File: src/rtl/othello_pkg.sv
// Shared definitions for the Othello turn controller and its neighbours.
// Colour encoding: 1 = black, 0 = white.
package othello_pkg;

  typedef enum logic [2:0] {
    S_IDLE     = 3'd0,
    S_PROBE    = 3'd1,
    S_WAIT_HUM = 3'd2,
    S_AI_RUN   = 3'd3,
    S_UPD_RUN  = 3'd4,
    S_NEXT     = 3'd5,
    S_OVER     = 3'd6
  } state_t;

  localparam logic       BLACK     = 1'b1;
  localparam logic       WHITE     = 1'b0;
  localparam logic [1:0] EMPTY     = 2'b00;
  localparam logic [5:0] MAX_MOVES = 6'd60;

endpackage

File: src/rtl/turn_ctrl.sv
// Turn sequencer for an Othello game: probes the AI engine for move availability,
// collects human or AI moves, dispatches them to the board updater and detects game end.
//
// state    | meaning
// IDLE     | no game running since reset
// PROBE    | AI engine searching for a legal move for o_turn
// WAIT_HUM | waiting for the human player's move
// AI_RUN   | reserved; the PROBE result already is the AI move
// UPD_RUN  | board updater applying the latched move
// NEXT     | end-of-game check between turns
// OVER     | game finished (or AI produced an illegal move)
module turn_ctrl
  import othello_pkg::*;
(
  input  logic       i_clk,
  input  logic       i_rst_n,
  input  logic       i_new_game,
  input  logic       i_ai_color,
  input  logic       i_hum_valid,
  output logic       o_hum_ready,
  input  logic [2:0] i_hum_row,
  input  logic [2:0] i_hum_col,
  output logic       o_ai_start,
  output logic       o_ai_color,
  input  logic       i_ai_done,
  input  logic       i_ai_end,
  input  logic [2:0] i_ai_row,
  input  logic [2:0] i_ai_col,
  output logic       o_upd_start,
  output logic       o_upd_color,
  output logic [2:0] o_upd_row,
  output logic [2:0] o_upd_col,
  input  logic       i_upd_done,
  input  logic [4:0] i_upd_flip,
  output logic       o_turn,
  output logic [5:0] o_move_cnt,
  output logic       o_illegal,
  output logic       o_pass,
  output logic       o_game_over
);

  state_t     state, state_nxt;
  logic       entry;
  logic       turn;
  logic [5:0] move_cnt;
  logic [1:0] pass_cnt;
  logic       ai_color_q;
  logic [2:0] row_q, col_q;

  logic start_game, ai_ack, hum_xfer, upd_ack, ai_turn, legal;

  // Done strobes are only honoured after the start cycle of their own wait state,
  // so a stale done from an abandoned operation cannot complete a fresh one.
  assign start_game = i_new_game && (state == S_IDLE || state == S_OVER);
  assign ai_ack     = (state == S_PROBE) && !entry && i_ai_done;
  assign hum_xfer   = (state == S_WAIT_HUM) && i_hum_valid;
  assign upd_ack    = (state == S_UPD_RUN) && !entry && i_upd_done;
  assign ai_turn    = (turn == ai_color_q);
  assign legal      = (i_upd_flip != 5'd0);

  always_ff @(posedge i_clk or negedge i_rst_n) begin
    if (!i_rst_n) begin
      state <= S_IDLE;
      entry <= 1'b0;
    end else begin
      state <= state_nxt;
      entry <= (state_nxt != state);
    end
  end

  always_comb begin
    state_nxt = state;
    case (state)
      S_IDLE, S_OVER: if (start_game) state_nxt = S_PROBE;
      S_PROBE: begin
        if (ai_ack) begin
          if (i_ai_end)     state_nxt = S_NEXT;
          else if (ai_turn) state_nxt = S_UPD_RUN;
          else              state_nxt = S_WAIT_HUM;
        end
      end
      S_WAIT_HUM: if (hum_xfer) state_nxt = S_UPD_RUN;
      S_UPD_RUN: begin
        if (upd_ack) begin
          if (legal)        state_nxt = S_NEXT;
          else if (ai_turn) state_nxt = S_OVER;
          else              state_nxt = S_WAIT_HUM;
        end
      end
      S_NEXT: begin
        if (pass_cnt == 2'd2 || move_cnt == MAX_MOVES) state_nxt = S_OVER;
        else                                           state_nxt = S_PROBE;
      end
      default: state_nxt = S_IDLE;
    endcase
  end

  always_comb begin
    o_hum_ready = (state == S_WAIT_HUM);
    o_ai_start  = (state == S_PROBE) && entry;
    o_ai_color  = (state == S_PROBE) && turn;
    o_upd_start = (state == S_UPD_RUN) && entry;
    o_upd_color = (state == S_UPD_RUN) && turn;
    o_pass      = ai_ack && i_ai_end;
    o_illegal   = upd_ack && !legal;
    o_game_over = (state == S_OVER);
  end

  always_ff @(posedge i_clk or negedge i_rst_n) begin
    if (!i_rst_n) begin
      turn       <= BLACK;
      move_cnt   <= 6'd0;
      pass_cnt   <= 2'd0;
      ai_color_q <= WHITE;
      row_q      <= 3'd0;
      col_q      <= 3'd0;
    end else begin
      if (start_game) begin
        turn       <= BLACK;
        move_cnt   <= 6'd0;
        pass_cnt   <= 2'd0;
        ai_color_q <= i_ai_color;
      end
      if (ai_ack) begin
        if (i_ai_end) begin
          turn     <= ~turn;
          pass_cnt <= (pass_cnt == 2'd2) ? pass_cnt : pass_cnt + 2'd1;
        end else begin
          pass_cnt <= 2'd0;
          if (ai_turn) begin
            row_q <= i_ai_row;
            col_q <= i_ai_col;
          end
        end
      end
      if (hum_xfer) begin
        row_q <= i_hum_row;
        col_q <= i_hum_col;
      end
      if (upd_ack && legal) begin
        move_cnt <= (move_cnt == MAX_MOVES) ? move_cnt : move_cnt + 6'd1;
        turn     <= ~turn;
      end
    end
  end

  assign o_turn     = turn;
  assign o_move_cnt = move_cnt;
  assign o_upd_row  = row_q;
  assign o_upd_col  = col_q;

endmodule
File: config.mk
export PLATFORM = sky130hd
export DESIGN_NAME = turn_ctrl
export DESIGN_NICKNAME = d
export VERILOG_FILES = /design/src/rtl/othello_pkg.sv /design/src/rtl/turn_ctrl.sv
export SDC_FILE = /design/constraint.sdc
export NUM_CORES = 1
export LEC_CHECK = 0
export ABC_AREA = 1
export BUFFER_PORTS_ARGS = -buffer_cell sky130_fd_sc_hd__buf_4
export CORE_MARGIN = 3
export CORE_UTILIZATION = 35
export CTS_BUF_LIST = sky130_fd_sc_hd__clkbuf_8
export DETAILED_ROUTE_END_ITERATION = 8
export GPL_ROUTABILITY_DRIVEN = 1
export MAX_ROUTING_LAYER = met4
export PLACE_DENSITY_LB_ADDON = 0.15
export RECOVER_POWER = 100
export SYNTH_ARGS = -nofsm -noshare
export SYNTH_HDL_FRONTEND = slang
export SYNTH_SLANG_ARGS = --single-unit
File: constraint.sdc
create_clock -name i_clk -period 2.55 [get_ports i_clk]
set_input_delay 0 -clock i_clk [delete_from_list [all_inputs] [get_ports i_clk]]
set_output_delay 0 -clock i_clk [all_outputs]
set_load 0.1 [all_outputs]
; ---- Word-level counts from Yosys, hierarchy flattened
; Index checks and enable logic that the tools add are counted.
[word_totals]
in_bits = 25
output_inout_bits = 21
wordCells = 79
reg_bits = 20
[op_classes]
eq_ne = 12
addsub = 2
mux = 29
bitwise = 1
reduce_logical = 27
[op_table]
columns = op, count
row1 = $mux W3, 17
row2 = $mux W6, 3
row3 = $pmux W3 S5, 1
row4 = $logic_and A1 B1 Y1, 13
row5 = $eq A3 B3 Y1 const B, 3
row6 = $mux W2, 4
row7 = $reduce_bool A2 Y1, 4
row8 = $add A6 B1 Y6 const B, 1
row9 = $eq A6 B6 Y1 const B, 1
row10 = $reduce_bool A5 Y1, 1
row11 = $mux W1, 4
row12 = $reduce_and A2 Y1, 2
row13 = $eq A3 B1 Y1 const B, 1
row14 = $eq A3 B2 Y1 const B, 1
row15 = $logic_not A3 Y1, 1
row16 = $ne A3 B3 Y1, 1
row17 = $ne A3 B3 Y1 const B, 1
row18 = $reduce_and A3 Y1, 1
row19 = $add A2 B1 Y2 const B, 1
row20 = $eq A2 B2 Y1 const B, 1
row21 = $logic_not A1 Y1, 2
row22 = $logic_or A1 B1 Y1, 2
row23 = $ne A2 B1 Y1 const B, 1
row24 = $ne A2 B2 Y1 const B, 1
row25 = other kinds (3), 3

; ---- Longest topological paths before layout
; Gate-level depths: netlist of run 1.
[logic_depth]
word_depth = 7
depth_mapped = 13
depth_no_buf = 13

; ---- Worst setup path after synthesis of run 1
; No wires, ideal clock.
[synth_path]
path_kind = register to register
start = reg state[0]
end = reg entry
setup_slack_ns = 0.015
t_arrival_ns = 2.416
path_stages_with_launch = 9
setup_time_ns = 0.119
required_time_ns = 2.431
cell_sequence = dfrtp_1 nor2_2 nand3_1 nor2_1 nor2_1 nand4_1 nand2_1 nor2_1 nand2_1
[synth_via]
elab_chain_len = 6
word_cells_on_any_way = 20
cone_classes = eq/ne: 6 / mux: 5 / reduce/logical: 9
[synth_rtl]
columns = element, line_no
row1 = start: declaration, turn_ctrl.sv:42  ; state_t state, state_nxt;
row2 = start signal: assignment, turn_ctrl.sv:66  ; state <= state_nxt;
row3 = $eq A3 B3 Y1 (tied with other cells), "turn_ctrl.sv:57, turn_ctrl.sv:73"
row4 = $logic_and A1 B1 Y1 (tied with other cells), turn_ctrl.sv:57  ; assign upd_ack = (state == S_UPD_RUN) && !entry && i_upd_done;
row5 = "$logic_and A1 B1 Y1, on equally long branches", "turn_ctrl.sv:57, turn_ctrl.sv:54, turn_ctrl.sv:55"
row6 = "$mux W3, on equally long branches", "turn_ctrl.sv:84, turn_ctrl.sv:74, turn_ctrl.sv:76"
row7 = $pmux W3 S5, turn_ctrl.sv:73  ; case (state)
row8 = $ne A3 B3 Y1 *, turn_ctrl.sv:67  ; entry <= (state_nxt != state);
row9 = end signal: assignment, turn_ctrl.sv:67
row10 = end: declaration, turn_ctrl.sv:43  ; logic entry;
; Every way passes the cells marked *; elsewhere a longest branch is shown, timed or not.
; A chain may end at the register's enable or synchronous reset.

; ---- Worst setup path after layout of run 1
[layout_path]
start = reg state[2]
end = reg row_q[0] (netlist: o_upd_row[0])
[layout_via]
elab_chain_len = 5
word_cells_on_any_way = 10
cone_classes = eq/ne: 3 / mux: 1 / reduce/logical: 6
[layout_rtl]
columns = element, line_no
row1 = $eq A3 B1 Y1, turn_ctrl.sv:55  ; assign ai_ack = (state == S_PROBE) && !entry && i_ai_done;
row2 = $logic_and A1 B1 Y1 (2 in a row), turn_ctrl.sv:55
row3 = $reduce_bool A2 Y1 (no source line), -
row4 = $reduce_and A3 Y1 (no source line), -
row5 = end signal: assignment, turn_ctrl.sv:131  ; row_q <= i_ai_row;
row6 = end signal: assignment, turn_ctrl.sv:137  ; row_q <= i_hum_row;
row7 = end: declaration, turn_ctrl.sv:48  ; logic [2:0] row_q, col_q;
; Several ways; a longest one is shown, not always the timed one.

==> qor.yml, run 1 <==
grt:
  grt_use_total_pct: 16.1
  overflow: 0
  grt_max_degree: 21
  grt_pass1_wl_mm: 5.38
  grt_pass1_vias: 1226
  antenna_found_initial: 0
drt:
  drtIter0Drc: 98
  drc: 0
  route.vias.total: 1315
  totalWireLength_mm: 3.35
  antenna_left: 0
  viasPerCell: 4.57
  dr.pass1.iters: 4
  wl_per_cell_um: 11.6
floorplanning:
  ioPinCount: 46
  fp.dieW_um: 67.7
  dieArea_mm2: 0.00458
  start_util_pct: 38.1
  dieHeight_um: 67.7
  core_area_mm2: 0.00349
  fp-row-count: 21
worst_setup_path:
  cp_common_cell: "nor2_1"
  setup.worst_path.end_class: "flop"
  cp-start-kind: "flop"
  rrSetupSlack_ns: 0.25
  cpMaxStageDelayCell: "dlygate4sd3_1"
  worstPathArrival_ns: 2.50
  cp_cell_sequence: "inv_2 -> nand3_2 -> nor2_1 -> nand2_2 -> o21ai_2 -> nor2_1 -> a31oi_1 -> dlygate4sd3_1"
  r2r_cells: 8
  crit_type: "flop to flop"
  worstPathRequired_ns: 2.75
  r2r_start: "state[2]"
  cp_max_fo: 12
  timing.rr.end: "o_upd_row[0]"
  slowest_delay_ns: 0.57
layout:
  syn_to_final_growth_pct: 30.9
  postLayoutCellArea_mm2: 0.00174
  nFillCells: 378
  final_core_util_pct: 49.9
  final_nets: 271
  n_antenna_cell: 0
  drive_gt1_share_pct: 17.4
power:
  p_switching_mw: 1.30
  p_sw_share_pct: 59.5
  p_leak_nw: 0.901
  ir_drop_uv: 695
  power_frac_comb_pct: 61.6
  power.clock.fraction_pct: 14.8
  p_int_uw: 884
  finalPower_mw: 2.18
  p_per_area_mw_per_mm2: 1250
  pwr-share-seq_pct: 23.6
synth:
  syn-instance-count: 188
  ys_types: 27
  avgSynthCellArea_um2: 7.09
  synth_area_mm2: 0.00133
  synth_warnings: 0
  synth-edff-count: 0
  yosysTopAreaCellShare_pct: 35.7
  async_reset_ff_share_pct: 100
  ys.flop_type: "dfrtp_1"
  yosysTopAreaCell: "dfrtp_1"
  synthesis.nets: 216
  synth_seq_area_share_pct: 37.7
  ys_ff_latch: 20
  synthTopCellsByArea: "dfrtp_1, nand2_1, nor2_1"
  synthTopCellsByCount: "nand2_1, nor2_1, inv_1"
  synth.most_common_cell: "nand2_1"
timing:
  tightest_slew_ns: 1.18
  maxSlewHeadroom_pct: 21.9
  hold_viol: 0
  post-route-min-period_ns: 2.30
  rsz0062_at_grt: "no"
  setup_violations: 0
  hold_slack_ns: 0.00489
  clock_skew_ns: 0.00107
  fin_crit_sh_pct: 90.2
  fmax_ghz: 0.435
  finalMaxSlewViolations: 0
  setup-tns-final_ns: 0
clock_tree:
  htreeDepth: 1
  post-cts-setup-buffer-count: 0
  clock-sinks: 20
  cts-hold-fix-buffers: 7
  cts_tree: "built"
  clockBufferDepth: 2
  cts_resized: 0
  cts_inserted_buffers: 3
  path_clk_slew_ns: 0.08
  clock_latency_ns: 0.26
  cts-root-buf: "clkbuf_8"
placement:
  place_congestion: 0.938
  hpwl_mm: 2.52
  io_buffers: 45
  dpl-instance-area_mm2: 0.00169
outcome:
  outcome: "finished, final reports clean"
flow_run:
  timing.max_cap.violations: 0
worst_hold_path:
  whs_path_depth: 3
  hp-start: "i_hum_col[0]"
  worstHoldEndpoint: "o_upd_col[0]"
  hp-class: "input port to flop"
cell usage in the layout, fill, tap and decap left out, types with 2 or more instances in the layout:
cell           instances
a21oi_1                4
a31oi_1                6
buf_4                 23
clkbuf_1              20
clkbuf_2               2
clkbuf_8               3
dfrtp_1               19
dlygate4sd3_1          8
ha_1                   3
inv_1                 27
nand2_1               52
nand2_2                4
nand3_1               15
nand4_1                2
nor2_1                34
nor2_4                 2
o21ai_0                5
critical path: cells and delay by family, from the launching register on:
family,cells,cell delay (ns)
buffers and inverters,2,0.72
AOI/OAI and AO/OA,2,0.55
and+or+nand+nor,4,0.49
DFF,1,0.48
through the flow:
stage / cells / setup slack [ns]
2_1_floorplan: 188 / 0.0151
6_report: 288 / 0.249
5_1_grt: 288 / 0.0713
3_3_place_gp: 276 / 0.887
4_1_cts: 287 / 0.368
3_5_place_dp: 276 / 0.894
cell families after synthesis:
kind of cell / Yosys count / synth area share [%]
xor+xnor: 2 / 1.31
compound gates: 19 / 9.20
fa+ha+maj: 3 / 2.82
buf+inv: 32 / 10.9
simple gates: 112 / 38.1
flops: 20 / 37.7
state kept, by name, indices dropped and copies added (netlist names):
| name | count |
|---|---|
| ai_color_q | 1 |
| entry | 1 |
| o_move_cnt | 6 |
| o_turn | 1 |
| o_upd_col | 3 |
| o_upd_row | 3 |
| pass_cnt | 2 |
| state | 3 |
routing by layer:
| layer | vias to the layer above | wire length (um) | GRT usage, % |
|---|---|---|---|
| met5 | - | 0 | - |
| met4 | 0 | 23 | 3.29 |
| met3 | 2 | 154 | 3.99 |
| met2 | 29 | 1650 | 27.5 |
| met1 | 590 | 1520 | 19.2 |
| li1 | 694 | - | - |
power by group through the flow:
stage                     Clock [mW]  Combinational (mW)  Sequential (mW)
after global routing           0.349                1.44            0.533
after CTS                      0.332                1.45            0.519
after detailed placement           0                1.42            0.524
after floorplan                    0               0.757            0.924
after global placement             0                1.43            0.522
final                          0.322                1.34            0.515
final cells by class:
class	instances	area [um2]	area share [%]
Clock buffer	3	41.3	2.37
Clock inverter	1	30.0	1.72
Inverter	29	111	6.38
Multi-Input combinational cell	136	664	38.1
Sequential cell	20	502	28.8
Tap cell	46	57.6	3.30
Timing Repair Buffer	53	338	19.4
worst max-delay path by stage:
stage               slack (ns)            to     start
global placement          0.89  o_upd_col[1]  state[2]
finish                    0.25  o_upd_row[0]  state[2]
detailed placement        0.89  o_upd_row[2]  state[2]
CTS                       0.37  o_upd_row[0]  state[2]
floorplan                 0.02         entry  state[0]
global route              0.07  o_upd_row[0]  state[1]
No activity file was read; power rests on OpenSTA's default activity.
==> run 2, diff against run 1 <==
Settings changed: REMOVE_ABC_BUFFERS set to 1, SKIP_CTS_REPAIR_TIMING set to 1.
==> run 2 against run 1 <==
The run now ends with hold timing left. Sequential power barely moved. Cell count fell by 2.1%. Die area stayed put. First-iteration DRC count fell by 42%. Largest cell class unchanged.
==> qor.yml, run 2 (synthesis gave the netlist of run 1 again) <==
outcome:
  outcome: "finished with violations"  # was finished, final reports clean
  violations: "hold timing"
floorplanning:
  fp-row-count: 21  # unchanged
  core_area_mm2: 0.00349  # unchanged
  start_util_pct: 38.1  # unchanged
  fp.dieW_um: 67.7  # unchanged
  ioPinCount: 46  # unchanged
  dieHeight_um: 67.7  # unchanged
  dieArea_mm2: 0.00458  # unchanged
timing:
  fin_crit_sh_pct: 82.6  # was 90.2%
  fin_ws_ns: 0.445  # was 0.249 ns
  hold_viol: 1  # was 0
  fmax_ghz: 0.475  # was 0.435 GHz
  hold_slack_ns: -0.00226  # was 0.00489 ns
  clock_skew_ns: 0.00206  # was 0.00107 ns
  setup-tns-final_ns: 0  # unchanged
  tightest_slew_ns: 1.17  # was 1.18 ns
  post-route-min-period_ns: 2.11  # was 2.30 ns
  maxSlewHeadroom_pct: 22.2  # was 21.9%
  finalMaxSlewViolations: 0  # unchanged
  setup_violations: 0  # unchanged
  rsz0062_at_grt: "no"  # unchanged
worst_setup_path:
  r2r_cells: 7  # was 8
  crit_end: "o_illegal"  # was o_upd_row[0]
  cp_max_fo: 6  # was 12
  crit_type: "flop to output port"  # was flop to flop
  timing.rr.end: "o_move_cnt[3]"  # was o_upd_row[0]
  worstPathArrival_ns: 2.11  # was 2.50 ns
  cp-startpoint: "state[0]"  # was state[2]
  worstPathRequired_ns: 2.55  # was 2.75 ns
  r2r_start: "state[2]"  # unchanged
  setup.worst_path.end_class: "output port"  # was flop
  rrSetupSlack_ns: 0.60  # was 0.25 ns
  cp-start-kind: "flop"  # unchanged
grt:
  grt_pass1_vias: 1210  # was 1226
  antenna_found_initial: 0  # unchanged
  grt_max_degree: 21  # unchanged
  grt_pass1_wl_mm: 5.23  # was 5.38 mm
  grt_use_total_pct: 15.4  # was 16.1%
  overflow: 0  # unchanged
power:
  ir_drop_uv: 985  # was 695 uV
  power.clock.fraction_pct: 15.1  # was 14.8%
  power_frac_comb_pct: 60.9  # was 61.6%
  finalPower_mw: 2.15  # was 2.18 mW
  p_int_uw: 865  # was 884 uW
  p_switching_mw: 1.29  # was 1.30 mW
  p_per_area_mw_per_mm2: 1280  # was 1250 mW/mm2
  p_leak_nw: 0.867  # was 0.901 nW
  pwr-share-seq_pct: 24.1  # was 23.6%
  p_sw_share_pct: 59.8  # was 59.5%
drt:
  totalWireLength_mm: 3.14  # was 3.35 mm
  drtIter0Drc: 57  # was 98
  viasPerCell: 4.56  # was 4.57
  dr.pass1.iters: 4  # unchanged
  drc: 0  # unchanged
  wl_per_cell_um: 11.1  # was 11.6 um
  route.vias.total: 1285  # was 1315
  antenna_left: 0  # unchanged
clock_tree:
  clock-sinks: 20  # unchanged
  cts_inserted_buffers: 3  # unchanged
  clock_latency_ns: 0.26  # about the same
  cts_tree: "built"  # unchanged
  clockBufferDepth: 2  # unchanged
  htreeDepth: 1  # unchanged
  path_clk_slew_ns: 0.08  # about the same
  cts-root-buf: "clkbuf_8"  # unchanged
layout:
  nFillCells: 370  # was 378
  drive_gt1_share_pct: 19.5  # was 17.4%
  final_common_cell: "nand2_1"  # unchanged
  largest_reg_flops: 6  # unchanged
  syn_to_final_growth_pct: 26.4  # was 30.9%
  n_antenna_cell: 0  # unchanged
  final_nets: 265  # was 271
  final_core_util_pct: 48.2  # was 49.9%
  most-common-layout-cells: "nand2_1, nor2_1, inv_1, buf_4, clkbuf_1"  # unchanged
placement:
  hpwl_mm: 2.44  # was 2.52 mm
  dp_slack_ns: 0.863  # was 0.894 ns
  io_buffers: 45  # unchanged
  place_congestion: 0.818  # was 0.938
flow_run:
  timing.max_cap.violations: 0  # unchanged
worst_hold_path:
  hp-class: "input port to flop"  # unchanged
-- run 2: cell count changes in the layout (fill, tap and decap cells not counted), sizes merged --
cell / before / now
dlygate4sd3: 8 / 2
-- run 2: how the worst min path moves through the flow --
stage,start,slack (ns),cells after the start,to
detailed placement,i_rst_n,-0.10,1,o_move_cnt[4]
floorplan,i_rst_n,-0.30,0,ai_color_q
global placement,i_rst_n,-0.1,1,o_move_cnt[1]
CTS,i_rst_n,-0.39,1,o_move_cnt[4]
finish,i_ai_row[1],-0.002,3,o_upd_row[1]
global route,i_hum_row[1],0.009,3,o_upd_row[1]
-- run 2: through the flow --
step / instances / area, um2
3_3_place_gp: 276 / 1690
3_5_place_dp: 276 / 1690
4_1_cts: 280 / 1770
5_1_grt: 282 / 1680
2_1_floorplan: 185 / 1300
6_report: 282 / 1680
-- run 2: final cells by class --
class | instances | area, um2 | area share (%)
Clock buffer | 3 | 41.3 | 2.45
Clock inverter | 1 | 30.0 | 1.78
Inverter | 29 | 111 | 6.61
Multi-Input combinational cell | 136 | 666 | 39.5
Sequential cell | 20 | 502 | 29.8
Tap cell | 46 | 57.6 | 3.42
Timing Repair Buffer | 47 | 277 | 16.4
-- run 2: worst max-delay path, stage by stage (launching register included) --
cell and delay, ns:
dfrtp_1 0.47, nor2_2 0.21, nand3_1 0.10, nor2_1 0.18
clkbuf_1 0.88
-- run 2: metal layers --
| layer | GRT usage [%] | wire (um) | up-vias |
|---|---|---|---|
| li1 | - | - | 681 |
| met1 | 19.4 | 1500 | 564 |
| met2 | 24.4 | 1420 | 36 |
| met3 | 3.49 | 189 | 4 |
| met4 | 4.81 | 35 | 0 |
| met5 | - | 0 | - |
-- run 2: power by group through the flow --
stage | combinational [mW] | clock (mW) | sequential (mW)
2_1_floorplan | 0.706 | 0 | 0.936
3_3_place_gp | 1.42 | 0 | 0.524
3_5_place_dp | 1.42 | 0 | 0.525
4_1_cts | 1.42 | 0.330 | 0.519
5_1_grt | 1.42 | 0.338 | 0.532
6_report | 1.31 | 0.324 | 0.517
